===== src/rtl/ex_mem_stage.sv =====
// ex_mem_stage: EX/MEM pipeline register plus condition-code unit.
// Captures the ALU result and control bits, maintains the {N,Z,C} flag
// register (CCR) fed back to the ALU, and optionally a shadow stack that
// saves/restores the CCR across interrupt entry and return.
// Optional feature macro: SHADOW_FLAGS_EN (shadow flag stack and its
// error flags are built only when defined).
module ex_mem_stage #(
  parameter int WIDTH       = 16,
  parameter int REG_ADDR_W  = 3,
  parameter int STACK_DEPTH = 2
) (
  input  logic                  clk,
  input  logic                  rst,
  input  logic                  stall,
  input  logic                  flush,
  input  logic                  valid_in,
  input  logic [WIDTH-1:0]      alu_result,
  input  logic                  alu_carry,
  input  logic [2:0]            flag_mask,
  input  logic [REG_ADDR_W-1:0] dest_in,
  input  logic                  reg_write_in,
  input  logic                  mem_read_in,
  input  logic                  mem_write_in,
  input  logic [WIDTH-1:0]      store_data_in,
  input  logic                  int_save,
  input  logic                  int_restore,
  output logic                  valid_out,
  output logic [WIDTH-1:0]      result_out,
  output logic [REG_ADDR_W-1:0] dest_out,
  output logic                  reg_write_out,
  output logic                  mem_read_out,
  output logic                  mem_write_out,
  output logic [WIDTH-1:0]      store_data_out,
  output logic [2:0]            flags,
  output logic                  stack_ovf,
  output logic                  stack_unf
);

  logic [2:0] ccr;
  logic [2:0] ccr_alu;   // CCR after the ALU update only
  logic [2:0] ccr_next;  // CCR after ALU update and any restore
  logic [2:0] fresh_flags;
  logic       advance;   // flush outranks stall, so a flush always moves state

  assign advance     = flush || !stall;
  assign fresh_flags = {alu_result[WIDTH-1], (alu_result == '0), alu_carry};

  // Masked ALU flag update; a bubble or a flush leaves the CCR alone.
  // NOTE: every always_comb output gets a default first so no latch is inferred.
  always_comb begin
    ccr_alu = ccr;
    if (valid_in && !flush) begin
      ccr_alu = (ccr & ~flag_mask) | (fresh_flags & flag_mask);
    end
  end

  // EX/MEM pipeline register: reset, flush to a bubble, stall hold, or load.
  // NOTE: sequential state uses non-blocking assignments only.
  always_ff @(posedge clk) begin
    if (rst || flush) begin
      valid_out      <= 1'b0;
      result_out     <= '0;
      dest_out       <= '0;
      reg_write_out  <= 1'b0;
      mem_read_out   <= 1'b0;
      mem_write_out  <= 1'b0;
      store_data_out <= '0;
    end else if (!stall) begin
      valid_out      <= valid_in;
      result_out     <= alu_result;
      dest_out       <= dest_in;
      reg_write_out  <= reg_write_in;
      mem_read_out   <= mem_read_in;
      mem_write_out  <= mem_write_in;
      store_data_out <= store_data_in;
    end
  end

`ifdef SHADOW_FLAGS_EN
  localparam int CNT_W = $clog2(STACK_DEPTH + 1);
  localparam int IDX_W = (STACK_DEPTH > 1) ? $clog2(STACK_DEPTH) : 1;
  localparam logic [CNT_W-1:0] FULL = CNT_W'(STACK_DEPTH);

  logic [2:0]       stack_mem [STACK_DEPTH];
  logic [CNT_W-1:0] count;
  logic [CNT_W-1:0] top;
  logic             save_req;
  logic             restore_req;
  logic             do_push;
  logic             do_pop;

  assign save_req    = int_save && !int_restore;
  assign restore_req = int_restore && !int_save;
  assign top         = count - 1'b1;

  // Stack decode: a restore from a non-empty stack overrides the ALU update.
  always_comb begin
    ccr_next = ccr_alu;
    do_push  = save_req && (count != FULL);
    do_pop   = restore_req && (count != '0);
    if (do_pop) begin
      ccr_next = stack_mem[top[IDX_W-1:0]];
    end
  end

  // Stack occupancy and sticky overflow/underflow flags.
  always_ff @(posedge clk) begin
    if (rst) begin
      count     <= '0;
      stack_ovf <= 1'b0;
      stack_unf <= 1'b0;
    end else if (advance) begin
      if (do_push) count <= count + 1'b1;
      if (do_pop)  count <= count - 1'b1;
      if (save_req && !do_push)    stack_ovf <= 1'b1;
      if (restore_req && !do_pop)  stack_unf <= 1'b1;
    end
  end

  // Stack storage; the pushed value is the post-ALU-update CCR.
  // NOTE: the entries are not reset - count is, so stale data is never read.
  always_ff @(posedge clk) begin
    if (!rst && advance && do_push) begin
      stack_mem[count[IDX_W-1:0]] <= ccr_alu;
    end
  end
`else
  logic unused_shadow;

  assign unused_shadow = ^{int_save, int_restore};
  assign ccr_next      = ccr_alu;
  assign stack_ovf     = 1'b0;
  assign stack_unf     = 1'b0;
`endif

  // Architectural flag register, held on stall.
  always_ff @(posedge clk) begin
    if (rst) begin
      ccr <= 3'b000;
    end else if (advance) begin
      ccr <= ccr_next;
    end
  end

  assign flags = ccr;

endmodule

===== config.mk =====
export PLATFORM = sky130hd
export DESIGN_NAME = ex_mem_stage
export DESIGN_NICKNAME = d
export VERILOG_FILES = /design/src/rtl/ex_mem_stage.sv
export SDC_FILE = /design/constraint.sdc
export NUM_CORES = 1
export LEC_CHECK = 0
export CORE_ASPECT_RATIO = 2
export CORE_MARGIN = 3
export CORE_UTILIZATION = 41
export CTS_BUF_LIST = sky130_fd_sc_hd__clkbuf_4
export CTS_CLUSTER_DIAMETER = 200
export DETAILED_ROUTE_END_ITERATION = 16
export GPL_ROUTABILITY_DRIVEN = 0
export PLACE_DENSITY = 0.88
export SYNTH_ARGS = -nofsm -noshare
export SYNTH_HDL_FRONTEND = slang
export SYNTH_SLANG_ARGS = --single-unit

===== constraint.sdc =====
create_clock -name clk -period 1.7 [get_ports clk]
set_clock_uncertainty 0.15 [all_clocks]
set_input_delay 0.17 -clock clk [delete_from_list [all_inputs] [get_ports clk]]
set_output_delay 0.17 -clock clk [all_outputs]
set_load 0.05 [all_outputs]

### Word-level counts from Yosys, hierarchy flattened

Cells that the tools add are included.
Widths: inputs -> output; s select.

* flip-flop bits (word level): 42
* bits of input ports: 49
* output and inout bits: 44
* word-level logic and storage cells: 19

* bitwise gates (word level): 4
* reductions and logical operators: 7

Operators with widths (count)
* $logic_not 16->1: 1
* $and 3x3->3: 2
* $not 3->3: 1
* $or 3x3->3: 1
* $logic_not 1->1: 2
* $logic_or 1x1->1: 2
* $reduce_and 2->1: 1
* $logic_and 1x1->1: 1

### Logic depth before layout (Yosys ltp)

* depth in word-level cells: 3
* gate-level depth with buffers: 5
* mapped depth without buffers: 3

### Least setup slack after synthesis

No wires, ideal clock.

* path kind: flip-flop to flip-flop
* from: register (tool-made name)
* to: register (tool-made name)
* library setup time: 70 ps
* data arrival time: 984 ps
* required time: 1480 ps
* setup slack: 497 ps
* stages on the path, launching flop included: 3
* path buffers: 0
* period minus slack after synthesis: 1203 ps
* path through: dfxtp_1 > a21bo_2 > a21oi_1

==> impl_metrics.py <==
metrics = {
    "power_and_ir_drop": {
        "ir_drop_mv": 0.619,
        "p_leak_nw": 1.11,
        "p_per_area_mw_per_mm2": 785,
    },
    "synthesis": {
        "synthCells": 147,
        "synth_area_per_cell_sq_um": 10.7,
        "synth_xor_area_share_pct": 0,
        "synth_compound_area_share_pct": 2.79,
        "yosysWarnings": 0,
        "syn_area_sq_mm": 0.00157,
        "synthArstFlopShare_pct": 0,
        "synth_top_family_by_area": "multiplexers",
        "ys_ff_latch": 42,
        "synth_ff_type": "dfxtp_1",
        "synth_simple_gate_area_share_pct": 13.5,
        "synthMuxAreaShare_pct": 24.9,
        "synth_edf_count": 0,
        "ys_seq_area_share_pct": 53.5,
        "synth_fa_ha_area_share_pct": 0,
        "synth_cell_type_count": 16,
    },
    "finish": {
        "diodes": 0,
        "final_cell_mix": "45 x clkdlybuf4s50_1, 45 x buf_4, 42 x dfxtp_1, 39 x mux2i_1, 39 x nor2_1",
        "final_nets": 285,
        "final_cell_count_no_fill": 286,
        "drive_above_1_share_pct": 23.6,
        "area_growth_pct": 54.0,
    },
    "routing": {
        "drt_iter0_drc": 6,
        "viasPerCell": 4.85,
        "drt_wl_total_mm": 4.07,
        "ant_nets": 0,
        "routed-via-count": 1387,
        "drc": 0,
        "firstDrtPassIters": 4,
        "routedWlPerCell_microns": 14.2,
    },
    "place": {
        "portBuffers": 88,
        "dp.cells": 278,
        "dpl.hpwl_mm": 3.22,
    },
    "global_route": {
        "antenna_found_initial": 0,
        "first_global_vias": 1327,
        "gr-total-overflow": 0,
        "grt_use_total_pct": 18.4,
        "grt_pass1_wl_mm": 6.43,
        "grt_max_degree": 23,
    },
    "floorplanning": {
        "coreArea_sq_mm": 0.00365,
        "start_util_pct": 43.1,
        "dieHeight_microns": 93.5,
        "num_rows": 31,
        "ios": 93,
        "die_x_microns": 49.8,
        "die_area_sq_mm": 0.00465,
    },
    "setup_path": {
        "setup.worst_path.start_class": "input port",
        "cp_data_required_time_ns": 1.80,
        "crit_arrival_ns": 1.45,
        "endpoint_kind": "register",
        "critPathMaxFanout": 2,
        "crit_type": "input port to register",
    },
    "job": {
        "drv_cap": 0,
    },
    "clock_tree": {
        "cts_made_buffers": 5,
        "cts-root-buf": "clkbuf_4",
        "cts.sinks": 42,
        "cts_tree": "yes",
        "htreeDepth": 2,
        "cts_buffer_depth": 2,
        "path_clk_slew_ns": 0.12,
        "post-cts-setup-buffers": 0,
        "clk_latency_ns": 0.34,
        "cts_resized": 0,
        "cts_hold_buf": 0,
    },
    "sta": {
        "max_clock_freq_ghz": 0.742,
        "timing.hold.ws_ns": 0.195,
        "final_max_slew_viol_count": 0,
        "post-route-period-util_pct": 79.3,
        "finalHoldViolCount": 0,
        "finalSetupViolations": 0,
        "fin_setup_tns_ns": 0,
        "grt_setup_unrepaired": "false",
        "period_needed_ns": 1.35,
    },
    "hold_path": {
        "hold_class": "input port to register",
    },
    "outcome": {
        "status": "finished clean",
    },
}
-- final cells by class --
class                      count  area (sq um)
sequential                    42           841
timing repair buffer          92           813
tap                           49          61.3
clock buffer                   5          37.5
multi-input combinational     95           654
fill                         345          1230
clock inverter                 3          11.3
-- worst max-delay path, cell delays in order --
cell and delay, ns:
clkdlybuf4s50_1 0.42, nor4_1 0.42, nand4_1 0.14, a311oi_1 0.29
-- metal layers --
layer	share of wire [%]	up-vias	GRT usage, %	routed length (microns)
met2	58	51	34.8	2380
met5	0	-	0	0
met3	5.5	12	3.99	223
li1	-	676	-	-
met1	33	648	17.3	1350
met4	2.9	0	10.6	117
-- power breakdown --
part,switching (W),total (W),internal (W)
combinational,0.000223,0.000414,0.000191
clock,0.000306,0.000454,0.000148
sequential,0.0000159,0.00103,0.00102
-- kinds of logic (layout without fill, tap and decap cells) --
group | Yosys count | count (layout)
other | 1 | 2
flip-flops | 42 | 42
AO/OA/AOI/OAI | 6 | 6
AND/OR/NAND/NOR | 48 | 48
multiplexers | 39 | 39
buffers and inverters | 11 | 100
-- state kept, by name, summed over array words and instances (netlist names), named ones only --
signal,count
store_data_out,16
reg_write_out,1
mem_write_out,1
result_out,16
mem_read_out,1
dest_out,3
valid_out,1
-- stage by stage --
step,util [%],power (W),setup WS [ns],instance area [sq um]
finish,66.3,0.00190,0.352,2420
global route,66.3,0.00199,0.332,2420
CTS,66.3,0.00193,0.378,2420
detailed placement,65.0,0.00147,0.00557,2370
global placement,65.0,0.00146,0.0754,2370
floorplan,-,0.00129,0.497,1570
-- synth_stat cells, types with 2 or more instances --
cell type	count	area (sq um)
a21bo_2	2	20.0
nand3_1	2	10.0
buf_4	3	22.5
nor2_1	39	146
nor4_1	4	25.0
dfxtp_1	42	841
a21oi_1	3	15.0
buf_6	3	33.8
mux2i_1	39	390
buf_2	3	15.0
clkbuf_1	2	7.51
-- path summary, 6_finish.rpt --
path | start | endpoint | slack, ns | cells past startpoint
min reg2reg | store_data_out[5]$_SDFFE_PP0N_ | store_data_out[5]$_SDFFE_PP0N_ | 0.36 | 2
max | alu_result[14] | register | 0.35 | 4
min | stall | store_data_out[10]$_SDFFE_PP0N_ | 0.19 | 3
max reg2reg | register | register | 0.80 | 2
Power figures use the tool's default switching activity.
